File: config.mk
export PLATFORM = sky130hd
export DESIGN_NAME = pilot_insert_tx
export DESIGN_NICKNAME = d
export VERILOG_FILES = /design/src/rtl/ofdm_tx_pkg.sv /design/src/rtl/pilot_insert_tx_wk_prbs.sv /design/src/rtl/pilot_insert_tx.sv
export SDC_FILE = /design/constraint.sdc
export NUM_CORES = 1
export LEC_CHECK = 0
export BUFFER_PORTS_ARGS = -buffer_cell sky130_fd_sc_hd__buf_2
export CAP_MARGIN = 20
export CORE_UTILIZATION = 44
export DETAILED_ROUTE_END_ITERATION = 12
export PLACE_DENSITY_LB_ADDON = 0.3
export REMOVE_ABC_BUFFERS = 1
export SETUP_SLACK_MARGIN = 0.2
export SLEW_MARGIN = 20
export SYNTH_ARGS = -nofsm -noshare
export SYNTH_HDL_FRONTEND = slang
export SYNTH_SLANG_ARGS = --single-unit
File: constraint.sdc
create_clock -name clk -period 2.47 [get_ports clk]
set_input_delay 0.741 -clock clk [delete_from_list [all_inputs] [get_ports clk]]
set_output_delay 0.741 -clock clk [all_outputs]
set_load 0.02 [all_outputs]
File: src/rtl/ofdm_tx_pkg.sv
// Shared constants and bin classification for the 256-FFT OFDM transmit chain.
// The bin map (DC, guard band, pilots A/B, data) lives here so every block agrees on it.
package ofdm_tx_pkg;

  localparam int NFFT   = 256;
  localparam int N_DATA = 192;

  localparam logic [7:0] GUARD_LO = 8'd101;
  localparam logic [7:0] GUARD_HI = 8'd155;

  // Group A follows 1-2*w_k, group B follows 1-2*(~w_k)
  localparam logic [3:0][7:0] PILOT_A = {8'd218, 8'd168, 8'd88, 8'd63};
  localparam logic [3:0][7:0] PILOT_B = {8'd243, 8'd193, 8'd38, 8'd13};

  localparam logic signed [15:0] Q_ONE  = 16'sh2000;
  localparam logic signed [15:0] Q_ZERO = 16'sh0000;

  typedef enum logic [1:0] {NULL, PILOT, DATA} bin_kind_t;
  typedef enum logic {IDLE, RUN} tx_state_t;

  function automatic logic is_group_a(input logic [7:0] bin);
    logic hit;
    hit = 1'b0;
    for (int i = 0; i < 4; i++) hit |= (bin == PILOT_A[i]);
    return hit;
  endfunction

  function automatic bin_kind_t bin_kind(input logic [7:0] bin);
    bin_kind_t kind;
    kind = DATA;
    if (bin == 8'd0 || (bin >= GUARD_LO && bin <= GUARD_HI)) kind = NULL;
    for (int i = 0; i < 4; i++)
      if (bin == PILOT_A[i] || bin == PILOT_B[i]) kind = PILOT;
    return kind;
  endfunction

endpackage

File: src/rtl/pilot_insert_tx_wk_prbs.sv
// Pilot polarity generator x^11+x^9+1; w_k = s[10]^s[8], shifted into the LSB on advance.
// Only compiled when PILOT_PRBS_EN is defined, since only that build instantiates it.
`ifdef PILOT_PRBS_EN
module wk_prbs #(
  parameter logic [10:0] SEED = 11'h7FF
) (
  input  logic clk,
  input  logic rst,
  input  logic seed_load,
  input  logic advance,
  output logic wk
);

  logic [10:0] s;

  assign wk = s[10] ^ s[8];

  always_ff @(posedge clk) begin
    if (rst || seed_load) s <= SEED;
    else if (advance)     s <= {s[9:0], wk};
  end

endmodule
`endif

File: src/rtl/pilot_insert_tx.sv
// Subcarrier mapper: 192 data words -> 256 IFFT bins with DC/guard nulls and 8 BPSK pilots.
// PILOT_PRBS_EN selects PRBS pilot polarity; without it all pilots are +PILOT_AMP.
module pilot_insert_tx
  import ofdm_tx_pkg::*;
#(
  parameter int                    DW        = 16,
  parameter logic signed [DW-1:0]  PILOT_AMP = 16'sh2000
`ifdef PILOT_PRBS_EN
  , parameter logic [10:0]         LFSR_SEED = 11'h7FF
`endif
) (
  input  logic          clk,
  input  logic          rst,
  input  logic          frame_start,
  input  logic [DW-1:0] din_re,
  input  logic [DW-1:0] din_im,
  input  logic          din_val,
  output logic          din_rdy,
  output logic [DW-1:0] dout_re,
  output logic [DW-1:0] dout_im,
  output logic          dout_val,
  input  logic          dout_rdy,
  output logic          dout_last,
  output logic          underrun
);

  tx_state_t     state, state_nxt;
  logic [7:0]    bin_cnt;
  bin_kind_t     kind;
  logic          slot_free, last_hs, load, pilot_neg;
  logic [DW-1:0] pilot_val, smp_re, smp_im;

  assign kind      = bin_kind(bin_cnt);
  assign slot_free = ~dout_val | dout_rdy;
  assign last_hs   = dout_val & dout_rdy & dout_last;

`ifdef PILOT_PRBS_EN
  logic wk;

  wk_prbs #(.SEED(LFSR_SEED)) u_prbs (
    .clk       (clk),
    .rst       (rst),
    .seed_load (frame_start),
    .advance   (last_hs),
    .wk        (wk)
  );

  assign pilot_neg = is_group_a(bin_cnt) ? wk : ~wk;
`else
  assign pilot_neg = 1'b0;
`endif

  assign pilot_val = pilot_neg ? -PILOT_AMP : PILOT_AMP;

  always_ff @(posedge clk) begin
    if (rst || frame_start) state <= IDLE;
    else                    state <= state_nxt;
  end

  always_comb begin
    state_nxt = state;
    case (state)
      IDLE:    if (din_val) state_nxt = RUN;
      RUN:     if (last_hs) state_nxt = IDLE;
      default: state_nxt = IDLE;
    endcase
  end

  // Bin 0 of the next symbol must wait until bin 255 has been taken downstream
  always_comb begin
    load    = 1'b0;
    din_rdy = 1'b0;
    if (state == RUN) begin
      load    = slot_free & ~(dout_val & dout_last) & ((kind != DATA) | din_val);
      din_rdy = slot_free & (kind == DATA);
    end
  end

  always_comb begin
    smp_re = '0;
    smp_im = '0;
    case (kind)
      PILOT:   smp_re = pilot_val;
      DATA:    begin smp_re = din_re; smp_im = din_im; end
      default: ;
    endcase
  end

  always_ff @(posedge clk) begin
    if (rst || frame_start) begin
      dout_val  <= 1'b0;
      dout_re   <= '0;
      dout_im   <= '0;
      dout_last <= 1'b0;
      bin_cnt   <= '0;
      underrun  <= 1'b0;
    end else begin
      if (load) begin
        dout_val  <= 1'b1;
        dout_re   <= smp_re;
        dout_im   <= smp_im;
        dout_last <= (bin_cnt == 8'hFF);
        bin_cnt   <= bin_cnt + 8'd1;
      end else if (dout_rdy) begin
        dout_val  <= 1'b0;
        dout_last <= 1'b0;
      end
      if (state == RUN && kind == DATA && slot_free && !din_val) underrun <= 1'b1;
    end
  end

endmodule

=== After elaboration in Yosys (flattened, before gate mapping) ===
Index checks and enable logic that the tools add are counted.

* Register bits after elaboration: 44
* Word-level logic and storage cells: 61

* Magnitude comparators: 2
* Mux-type cells: 15
* Bitwise gates (word level): 11
* Eq/ne operators: 12
* Reductions and logical operators: 13
* $add $sub $neg: 1

{| class="wikitable"
|+ Operator list
! operator !! number
|-
| $eq A8 B8 Y1 const B || 5
|-
| $pmux W16 S2 || 1
|-
| $eq A8 B6 Y1 const B || 2
|-
| $mux W16 || 1
|-
| $mux W2 || 5
|-
| $add A8 B1 Y8 const B || 1
|-
| $eq A8 B4 Y1 const B || 1
|-
| $eq A8 B7 Y1 const B || 1
|-
| $ge A8 B7 Y1 const B || 1
|-
| $le A8 B8 Y1 const B || 1
|-
| $logic_not A8 Y1 || 1
|-
| $mux W1 || 7
|-
| $and A1 B1 Y1 || 6
|-
| $logic_or A1 B1 Y1 || 6
|-
| $logic_and A1 B1 Y1 || 4
|-
| $not A1 Y1 || 3
|-
| $eq A2 B1 Y1 const B || 1
|-
| $eq A2 B2 Y1 const B || 1
|-
| $ne A2 B2 Y1 const B || 1
|-
| $or A1 B1 Y1 || 2
|-
| $pmux W1 S2 || 1
|-
| $reduce_bool A2 Y1 || 1
|-
| $logic_not A1 Y1 || 1
|}

=== Depth between registers and ports, before layout ===
Gate-level depths: netlist (run 1).

* Word-level depth: 13
* Gate-level depth with buffers: 13

=== Worst setup path after synthesis (run 1) ===
Ideal clock, no wire load.

* Path kind: register -> output
* From: register bin_cnt[0]
* To: output din_rdy
* Stages on the path, launching flop included: 10
* Arrival: 1.902 ns
* Slack: -0.173 ns
* Data required time: 1.729 ns
* Cell sequence: dfxtp_1 -> inv_1 -> ha_1 -> nor3b_1 -> o21ai_0 -> nand4_1 -> a311oi_1 -> ha_1 -> nand2_1 -> nor2_1

* Word-level cells in the longest chain between the ends: 11

{| class="wikitable"
|+ Ends and longest elaborated chain
! what !! RTL line !! RTL
|-
| start: declaration || pilot_insert_tx.sv:28 || <nowiki>logic [7:0] bin_cnt;</nowiki>
|-
| start signal: assignment || pilot_insert_tx.sv:103 || <nowiki>bin_cnt <= bin_cnt + 8'd1;</nowiki>
|-
| $ge A8 B7 Y1 or $le A8 B8 Y1 (tied branches) || ofdm_tx_pkg.sv:31 || <nowiki>if (bin == 8'd0 || (bin >= GUARD_LO && bin <= GUARD_HI)) kind = NULL;</nowiki>
|-
| $logic_and A1 B1 Y1 || ofdm_tx_pkg.sv:31 ||
|-
| $logic_or A1 B1 Y1 || ofdm_tx_pkg.sv:31 ||
|-
| $mux W2 || ofdm_tx_pkg.sv:31 ||
|-
| $mux W2 (3 in a row) || ofdm_tx_pkg.sv:33 || <nowiki>if (bin == PILOT_A[i] || bin == PILOT_B[i]) kind = PILOT;</nowiki>
|-
| $mux W2 (*) || ofdm_tx_pkg.sv:33 ||
|-
| $eq A2 B2 Y1 (*) || pilot_insert_tx.sv:75 || <nowiki>din_rdy = slot_free & (kind == DATA);</nowiki>
|-
| $and A1 B1 Y1 (*) || pilot_insert_tx.sv:75 ||
|-
| $mux W1 (*) || pilot_insert_tx.sv:73 || <nowiki>if (state == RUN) begin</nowiki>
|-
| end: declaration || pilot_insert_tx.sv:18 || <nowiki>output logic din_rdy,</nowiki>
|}

Every way passes the cells marked *; elsewhere a longest branch is shown, timed or not.

=== Worst setup path in the final report (run 1) ===
Same ends and word-level chain as after synthesis.

==> reports/qor.yml, run 1 <==
status:
  outcome: "complete, but fails checks"
  violations: "setup timing"
floorplanning:
  boundaryPins: 73
  die-width_um: 68.35
  placementRows: 23
  floorplan.die.height_um: 68.35
  die-area_sq_um: 4671
  placeableCoreArea_sq_um: 4115
  initial_core_util_pct: 47.07
sta:
  maxSlewHeadroom_pct: 60.29
  finalWorstPathRequiredPeriod_ps: 2835
  rsz_0062_raised_after_global_routing: "true"
  report.final.hold_viol_count: 0
  skew_ps: 7.189
  final.setup.worst_slack_ps: -365.3
  fin_worst_hold_slack_ps: 471.9
  setup_viol: 41
  final.period_utilization_pct: 114.8
  timing_max_transition_violations_final: 0
  achievable-frequency_mhz: 352.7
  worst_slew_pin_slew_ps: 595.7
place:
  io_buffer_count: 72
  place_hpwl_um: 3232
  place_ws_ps: -212.7
  placer_congestion_estimate: 0.8263
detailed_routing:
  dr_wl_met3_um: 363
  met2RoutedLength_um: 3208
  dr.pass1.iters: 5
  post_drt_via_cell_ratio: 5.720
  vias: 2168
  wl_um: 6346
  final_antenna_net_count: 0
  drt-met1-wl_um: 2569
  drt-wirelength-per-cell_um: 16.74
  drt_iter0_drc: 122
  number_of_design_rule_violations_left_after_detail_routing: 0
  top_layer: "met4"
clocking:
  clk_transition_reported_paths_ps: 90
  clock_latency_ps: 300
  ctsHtreeMaxLevel: 2
  cts.sinks: 44
  clock_tree.buffer_depth: 2
  clockRootBuffer: "clkbuf_8"
  cts_tree: "built"
  cts-buffers-inserted: 5
  holdBufCountCts: 0
run:
  cap_violations: 0
synth:
  synth_seq_area_share_pct: 45.48
  most_common_flop_cell_mapped_by_yosys: "dfxtp_1"
  synth_async_sr_flop_share_pct: 0
  synth.most_common_cell: "dfxtp_1"
  ys_top_cells_by_area: "dfxtp_1 (45%), a22oi_1 (12%), nor2_1 (7.9%)"
  netlist.area_leader.share_pct: 45.48
  synth_cell_types: 37
  synth.top_cells.by_count: "dfxtp_1 (44), nor2_1 (41), a22oi_1 (31)"
  synth_seq_cells: 44
  yosysTopAreaCell: "dfxtp_1"
  yosys_warnings: 0
  synth_edf_count: 0
  synthesis.area_sq_um: 1937
  syn_inst: 219
  postSynthAreaPerCell_sq_um: 8.844
layout:
  synthToLayoutAreaGrowth_pct: 68.60
  drive_gt1_share_pct: 58.36
  fin_nets: 372
  antenna-diode-count: 0
grt:
  grt_pass1_wl_um: 8707
  gr-total-overflow: 0
  grt_use_total_pct: 25.55
  largest_net_degree_at_the_start_of_global_routing: 30
  antenna_found_initial: 0
  first_global_vias: 1935
critical_path:
  worst_ep_arrival_time_ps: 2090
  critPathLaunchType: "flip-flop"
  critPathMaxFanout: 4
  req_time_crit_path_ps: 1730
  crit_path_end_kind: "output port"
  crit_path_kind: "reg -> out"
min_path:
  min_path_type: "reg -> reg"
pwr:
  vdd_drop_max_v: 0.0003713
  power_leakage_nw: 1.327
  p_per_area_nw_per_um2: 432.9
## cell usage in the layout, fill, tap and decap left out, types with 2 or more instances in the layout
master / n
dfxtp_4: 4
nand2_4: 2
a21oi_1: 5
inv_1: 5
dfxtp_1: 36
dfxtp_2: 4
buf_2: 71
a22oi_1: 12
ha_1: 3
nor4bb_2: 2
o31ai_1: 2
buf_16: 2
a21o_1: 2
clkbuf_8: 6
nor4bb_4: 2
nor2_1: 40
or4_4: 2
a22oi_2: 19
nand3_2: 2
a21oi_2: 5
nand4_1: 2
buf_6: 12
ha_4: 3
inv_4: 2
o21ai_2: 2
o31ai_4: 2
buf_4: 31
a211o_4: 2
o21ai_0: 2
nand3b_1: 4
nand2_1: 9
or4_1: 2
buf_12: 2
## flip-flops by register name, summed over array words and instances, names as in the netlist
name       cells
bin_cnt        8
dout_im       16
dout_last      1
dout_re       16
dout_val       1
state          1
underrun       1
## critical path, cell delays in order, from the launching register on
cell      delay [ps]
dfxtp_4          370
buf_4            130
ha_1             220
o211ai_1         120
nand4_1          170
a311oi_2         300
ha_4             210
nand2_4           60
nor2_4            90
buf_6            120
## kinds of logic (layout without fill, tap and decap cells)
family | count (synthesis) | in the layout | synth area share (%)
xor+xnor | 1 | 1 | 0.4523
compound gates | 61 | 62 | 22.87
flops | 44 | 44 | 45.48
buf+inv | 25 | 134 | 5.297
simple gates | 81 | 81 | 21.38
fa+ha+maj | 7 | 7 | 4.522
## area by class of cell
| class | count | area, sq um |
|---|---|---|
| Timing Repair Buffer | 119 | 843.3 |
| Fill cell | 243 | 849.6 |
| Sequential cell | 44 | 900.9 |
| Clock buffer | 6 | 82.58 |
| Tap cell | 50 | 62.56 |
| Multi-Input combinational cell | 151 | 1306 |
| Inverter | 7 | 31.28 |
| Clock inverter | 2 | 38.79 |
## metrics by stage
stage / instance area [sq um] / std cells / total power, mW / util [%] / setup TNS [ps]
2_1_floorplan: 1861 / 201 / 0.7604 / - / -35140
3_3_place_gp: 2534 / 353 / 0.8130 / 61.57 / -3198
3_5_place_dp: 2534 / 353 / 0.8137 / 61.57 / -6081
4_1_cts: 2988 / 374 / 1.400 / 72.61 / -2875
5_1_grt: 3266 / 379 / 1.453 / 79.36 / -12360
6_report: 3266 / 379 / 1.414 / 79.36 / -6334
## power by group
group	internal [mW]	switching (mW)	leakage [nW]
Clock	0.331	0.257	0.0614
Combinational	0.0534	0.0618	0.906
Sequential	0.707	0.00399	0.360
## final timing paths
kind                 end  depth (start not counted)         from  slack [ps]
max              din_rdy                          9   bin_cnt[0]        -370
min          dout_re[13]                          2  dout_re[13]         470
max reg2reg  dout_re[15]                         15   bin_cnt[0]        -220
min reg2reg  dout_re[13]                          2  dout_re[13]         470
## routing by layer
metal	up-vias	track usage [%]
met1	1049	30.76
met5	-	0
met4	0	12.24
met2	84	42.52
met3	19	5.833
li1	1016	-
## repair_timing
action,4_1_cts,5_1_grt
gates resized for setup,49,48
endpoints found under the setup margin,43,44
pin swaps,16,25
endpoints found under the hold margin,0,0
buffers inserted,10,4
cloned,3,1
Note: power is estimated with default switching activity, not from simulation.
==> inputs of run 2 (changes only) <==
- CORE_UTILIZATION: 44 -> 52
- clock period: 2.47 -> 3.7 ns (I/O delays scaled with it)
==> run 2 against run 1 <==
  * The run now ends clean
  * Global-route usage decreased by 1.9 points
  * Total power decreased by 35%
  * Sequential share of layout area increased by 8.2 points
  * Utilization decreased by 7.2 points
  * Flip-flop and latch count unchanged
  * Routed wire length decreased by 28%
  * Critical path type unchanged
  * Critical endpoint unchanged
  * Largest power group unchanged
==> reports/qor.yml, run 2 (synthesized netlist as in run 1, its figures left out) <==
critical_path:
  worstPathCellList: "inv_1 -> ha_2 -> nor3b_1 -> o21ai_1 -> nand4_1 -> a311oi_2 -> ha_2 -> nand2_2 -> nor2_1 -> buf_4"
  crit_path_end_kind: "output port"
  critPathMaxFanout: 5  # +1
  crit_path_kind: "reg -> out"
  worst_ep_arrival_time_ps: 2270  # +180 ps
  path_common_cell: "ha_2"
  cpLargestDelayFamily: "compound AO/OA/AOI/OAI gates"
  critical_path.max_stage_delay_ps: 370  # about the same
  worst_path_max_delay_cell: "dfxtp_4"
  critPathLaunchType: "flip-flop"
  cp.buffers_inverters: 2  # unchanged
  req_time_crit_path_ps: 2590  # +860 ps
place:
  io_buffer_count: 72  # unchanged
  placer_congestion_estimate: 0.8378  # +1.4%
  place_hpwl_um: 3019  # -6.6%
  placedCellCount: 322  # -8.8%
sta:
  finalWorstPathRequiredPeriod_ps: 3385
  timing_max_transition_violations_final: 0  # unchanged
  maxSlewHeadroom_pct: 47.48  # -13 points
  achievable-frequency_mhz: 295.4
  worst_slew_pin_slew_ps: 787.8  # +192.1 ps
  final.period_utilization_pct: 91.49
  report.final.hold_viol_count: 0  # unchanged
  setup_viol: 0  # -100%
  rsz_0062_raised_after_global_routing: "false"
  skew_ps: 7.335  # +0.1462 ps
  finalSetupTns_ps: 0  # +6334 ps
layout:
  post_layout_nonfiller_instances: 333  # -12%
  fin_nets: 330  # -11%
  area_occupied_by_registers_sq_um: 889.6  # -1.3%
  reg.largest.list: "dout_im (16), dout_re (16), bin_cnt (8)"
  multi_input_comb_area_sq_um: 982.2  # -25%
  antenna-diode-count: 0  # unchanged
  drive_gt1_share_pct: 34.84  # -24 points
  final_common_cell: "buf_2"
  mostFrequentLayoutCells: "buf_2 (71), nor2_1 (41), dfxtp_1 (39)"
  synthToLayoutAreaGrowth_pct: 28.29
  filler_cell_count: 272  # +12%
detailed_routing:
  dr.pass1.iters: 4  # -1
  number_of_design_rule_violations_left_after_detail_routing: 0  # unchanged
  drt-wirelength-per-cell_um: 13.76  # -18%
  post_drt_via_cell_ratio: 5.718  # about the same
  drt_iter0_drc: 141  # +16%
  vias: 1904  # -12%
  final_antenna_net_count: 0  # unchanged
  wl_um: 4583  # -28%
clocking:
  clk_transition_reported_paths_ps: 80  # about the same
  holdBufCountCts: 0  # unchanged
  cts-buffers-inserted: 5  # unchanged
  cts.sinks: 44  # unchanged
  cts_tree: "built"
  clock_tree.buffer_depth: 2  # unchanged
  clock_latency_ps: 300  # about the same
  clockRootBuffer: "clkbuf_8"
  ctsHtreeMaxLevel: 2  # unchanged
pwr:
  power_switching_share_pct: 21.55  # -1.3 points
  power_leakage_nw: 1.017  # -23%
  netSwitchingPower_uw: 196.9  # -39%
  share_of_total_power_in_sequential_cells_pct: 52.1  # +1.8 points
  internal_power_uw: 716.6  # -34%
  share_comb_of_total_power_pct: 5.5  # -2.7 points
  design_power_total_uw: 913.5  # -35%
  vdd_drop_max_v: 0.0002714  # -27%
  p_per_area_nw_per_um2: 367.6  # -15%
  p_clk_share_pct: 42.4  # +0.8 points
grt:
  gr-total-overflow: 0  # unchanged
  first_global_vias: 1765  # -8.8%
  antenna_found_initial: 0  # unchanged
  top_usage_layer: "met2"
  grt_use_total_pct: 23.70  # -1.9 points
  gr-usage-met1_pct: 30.15  # -0.61 points
  grt_pass1_wl_um: 7555  # -13%
  gr-usage-met3_pct: 6.204  # +0.37 points
  largest_net_degree_at_the_start_of_global_routing: 44  # +47%
  grt.met2_usage_pct: 38.58  # -3.9 points
floorplanning:
  initial_core_util_pct: 56.27  # +9.2 points
  die-area_sq_um: 3973  # -15%
  boundaryPins: 73  # unchanged
  floorplan.die.height_um: 63.03  # -7.8%
  die-width_um: 63.03  # -7.8%
  placeableCoreArea_sq_um: 3442  # -16%
  placementRows: 21  # -8.7%
min_path:
  min_path_type: "reg -> reg"
status:
  outcome: "completed"
run:
  cap_violations: 0  # unchanged
[run 2: cell count changes in the layout (fill, tap and decap cells not counted), moves of 3 or more]
cell      before  now
a21oi_1        5   10
a21oi_2        5    0
a22oi_1       12   31
a22oi_2       19    0
buf_4         31    7
buf_6         12    0
dfxtp_1       36   39
dfxtp_4        4    1
ha_4           3    0
nor4bb_1       1    5
[run 2: repair_timing]
item	CTS	global route
pin swaps	1	4
setup buffers	1	2
resized for setup	1	12
setup endpoints to repair	1	1
[run 2: cell type report]
class,count,area share [%]
clock buffer,6,3.323
clock inverter,2,1.561
inverter,7,1.057
multi-input combinational,150,39.53
sequential,44,35.80
tap,46,2.316
timing repair buffer,78,16.41
[run 2: power groups by stage]
stage / combinational, mW / clock [mW] / sequential, mW
after global routing: 0.0558 / 0.407 / 0.476
final: 0.0503 / 0.387 / 0.476
after global placement: 0.0485 / 0 / 0.488
after CTS: 0.0497 / 0.389 / 0.476
after floorplan: 0.0194 / 0 / 0.488
after detailed placement: 0.0492 / 0 / 0.488
[run 2: tightest hold or removal path, stage by stage (launching register included)]
cell     delay [ps]
dfxtp_1         320
nand2_1          50
a21oi_1          50
[run 2: layer usage]
metal / wire length, um / share of wire [%]
met1: 2033 / 44
met2: 2168 / 47
met3: 303 / 6.6
met4: 78 / 1.7
met5: 0 / 0
[run 2: per-stage QoR]
step / cell area [sq um] / util (%) / hold WS (ps) / setup slack (ps)
final: 2485 / 72.19 / 454.1 / 315.0
after CTS: 2449 / 71.14 / 460.0 / 218.4
after global placement: 2313 / 67.21 / 441.2 / 598.0
after detailed placement: 2313 / 67.21 / 447.4 / 482.9
after floorplan: 1861 / - / 481.2 / 210.4
after global routing: 2485 / 72.19 / 477.3 / 203.0
[run 2: worst paths after layout]
path	endpoint	cells after the start	slack, ps	start
hold reg to reg	dout_re[13]	2	450	dout_re[13]
hold / removal	dout_re[13]	2	450	dout_re[13]
setup / recovery	din_rdy	10	320	bin_cnt[0]
setup reg to reg	bin_cnt[3]	12	660	bin_cnt[6]
==> inputs of run 3 (changes only) <==
--- a/constraint.sdc
+++ b/constraint.sdc
@@ -3,2 +3,2 @@
 set_output_delay 1.11 -clock clk [all_outputs]
-set_load 0.02 [all_outputs]
+set_load 0.05 [all_outputs]
==> run 3 against run 2 <==
  * Hold slack lost 1.4 ps
  * Clock skew is essentially flat
  * Fmax grew 0.31%
  * Largest cell class unchanged
  * Largest power group unchanged
  * Sequential power is essentially flat
==> reports/qor.yml, run 3 (synthesized netlist as in run 1, its figures left out) <==
floorplanning:
  placementRows: 21  # unchanged
  placeableCoreArea_sq_um: 3442  # unchanged
  die-area_sq_um: 3973  # unchanged
  initial_core_util_pct: 56.27  # unchanged
  boundaryPins: 73  # unchanged
  floorplan.die.height_um: 63.03  # unchanged
  die-width_um: 63.03  # unchanged
pwr:
  p_per_area_nw_per_um2: 366.5  # -0.30%
  netSwitchingPower_uw: 205.2  # +4.2%
  internal_power_uw: 699.6  # -2.4%
  power_leakage_nw: 1.001  # -1.6%
  share_comb_of_total_power_pct: 5.8  # +0.3 points
  vdd_drop_max_v: 0.0003300  # +22%
  share_of_total_power_in_sequential_cells_pct: 52.6  # +0.5 points
  power_switching_share_pct: 22.68  # +1.1 points
  p_clk_share_pct: 41.6  # -0.8 points
detailed_routing:
  dr_wl_met3_um: 340  # +12%
  wl_um: 4499  # -1.8%
  drt-wirelength-per-cell_um: 13.63  # -0.94%
  dr.pass1.iters: 4  # unchanged
  vias: 1852  # -2.7%
  post_drt_via_cell_ratio: 5.612  # -1.8%
  drt-met1-wl_um: 2013  # -0.98%
  number_of_design_rule_violations_left_after_detail_routing: 0  # unchanged
  drt_iter0_drc: 153  # +8.5%
  top_layer: "met4"
  final_antenna_net_count: 0  # unchanged
  met2RoutedLength_um: 2099  # -3.2%
sta:
  final.period_utilization_pct: 91.20  # -0.29 points
  setup_viol: 0  # unchanged
  rsz_0062_raised_after_global_routing: "false"
  timing_max_transition_violations_final: 0  # unchanged
  skew_ps: 6.857  # -0.4785 ps
  finalWorstPathRequiredPeriod_ps: 3374  # -10.57 ps
  worst_slew_pin_slew_ps: 800.3  # +12.52 ps
  finalSetupTns_ps: 0  # unchanged
  report.final.hold_viol_count: 0  # unchanged
  maxSlewHeadroom_pct: 46.65  # -0.83 points
  final.setup.worst_slack_ps: 325.6  # +10.57 ps
  achievable-frequency_mhz: 296.4  # +0.31%
  fin_worst_hold_slack_ps: 452.7  # -1.420 ps
layout:
  final_common_cell: "buf_2"
  post_layout_nonfiller_instances: 330  # -0.90%
  synthToLayoutAreaGrowth_pct: 27.45
  fin_nets: 327  # -0.91%
  antenna-diode-count: 0  # unchanged
  reg.largest.list: "dout_im (16), dout_re (16), bin_cnt (8)"
  drive_gt1_share_pct: 33.10  # -1.7 points
  mostFrequentLayoutCells: "buf_2 (71), dfxtp_1 (42), nor2_1 (40)"
  post-route-util_pct: 71.72  # -0.47 points
critical_path:
  req_time_crit_path_ps: 2590  # about the same
  crit_path_end_kind: "output port"
  worst_ep_arrival_time_ps: 2260  # about the same
  critPathMaxFanout: 5  # unchanged
  worst-r2r-cell-count: 10  # -2
  worst_reg2reg_endpoint: "bin_cnt[7]"
  reg2reg_slack_ps: 590  # -70 ps
  critPathLaunchType: "flip-flop"
  crit_path_kind: "reg -> out"
  regToRegStartpoint: "bin_cnt[5]"
min_path:
  min_delay_path_depth: 2  # unchanged
  min_path_type: "reg -> reg"
  worst_min_delay_path_endpoint: "dout_re[13]"
  worstHoldStart: "dout_re[13]"
clocking:
  clock_tree.buffer_depth: 2  # unchanged
  cts.sinks: 44  # unchanged
  cts-buffers-inserted: 5  # unchanged
  cts_tree: "built"
  clk_transition_reported_paths_ps: 90  # about the same
  holdBufCountCts: 0  # unchanged
  ctsHtreeMaxLevel: 2  # unchanged
  clockRootBuffer: "clkbuf_8"
  clock_latency_ps: 300  # about the same
run:
  cap_violations: 0  # unchanged
status:
  outcome: "completed"
grt:
  grt_pass1_wl_um: 7741  # +2.5%
  gr-total-overflow: 0  # unchanged
  antenna_found_initial: 0  # unchanged
  largest_net_degree_at_the_start_of_global_routing: 44  # unchanged
  first_global_vias: 1794  # +1.6%
  grt_use_total_pct: 24.14  # +0.45 points
place:
  placer_congestion_estimate: 0.8483  # +1.3%
  place_ws_ps: 375.1  # -107.8 ps
  placedCellCount: 321  # -0.31%
  place_hpwl_um: 2981  # -1.3%
  io_buffer_count: 72  # unchanged
[run 3: power by group through the flow]
stage | Sequential, mW | Clock [mW] | Combinational, mW
floorplan | 0.490 | 0 | 0.0196
global placement | 0.488 | 0 | 0.0512
CTS | 0.476 | 0.383 | 0.0526
detailed placement | 0.488 | 0 | 0.0521
global route | 0.477 | 0.404 | 0.0581
finish | 0.476 | 0.376 | 0.0527
[run 3: area by class of cell]
cell class / count / area [sq um]
timing repair buffer: 75 / 401.6
fill: 279 / 973.4
sequential: 44 / 885.9
tap: 46 / 57.56
clock inverter: 3 / 46.29
inverter: 7 / 26.28
clock buffer: 5 / 68.82
multi-input combinational: 150 / 982.2
[run 3: routing by layer]
| layer | global-route usage [%] | vias to the layer above |
|---|---|---|
| met5 | 0 | - |
| met4 | 9.302 | 0 |
| met3 | 7.299 | 8 |
| met2 | 39.25 | 65 |
| met1 | 29.60 | 862 |
| li1 | - | 917 |
[run 3: how the worst max path moves through the flow]
| stage | to | slack, ps | startpoint |
|---|---|---|---|
| 2_1_floorplan | dout_im[0] | 210 | bin_cnt[0] |
| 3_3_place_gp | din_rdy | 490 | bin_cnt[0] |
| 3_5_place_dp | din_rdy | 380 | bin_cnt[0] |
| 4_1_cts | din_rdy | 200 | bin_cnt[0] |
| 5_1_grt | din_rdy | 210 | bin_cnt[0] |
| 6_report | din_rdy | 330 | bin_cnt[1] |
[run 3: timing repair]
action,in CTS,in global routing
endpoints found under the hold margin,0,0
setup endpoints to repair,1,1
setup buffers,1,0
pin swaps,2,3
gates resized for setup,7,4
[run 3: worst max-delay path, stage by stage (launching register included)]
cell and delay, ps:
dfxtp_2 380, inv_1 90, ha_1 200, o21ai_0 250
a21oi_1 150, a311oi_2 290, ha_2 250, nand2_2 90
nor2_2 100, buf_6 160
[run 3: per-stage QoR]
stage          total power [mW]  instance area (sq um)
2_1_floorplan            0.5095                   1861
3_3_place_gp             0.5387                   2318
3_5_place_dp             0.5397                   2318
4_1_cts                  0.9112                   2462
5_1_grt                  0.9388                   2469
6_report                 0.9048                   2469
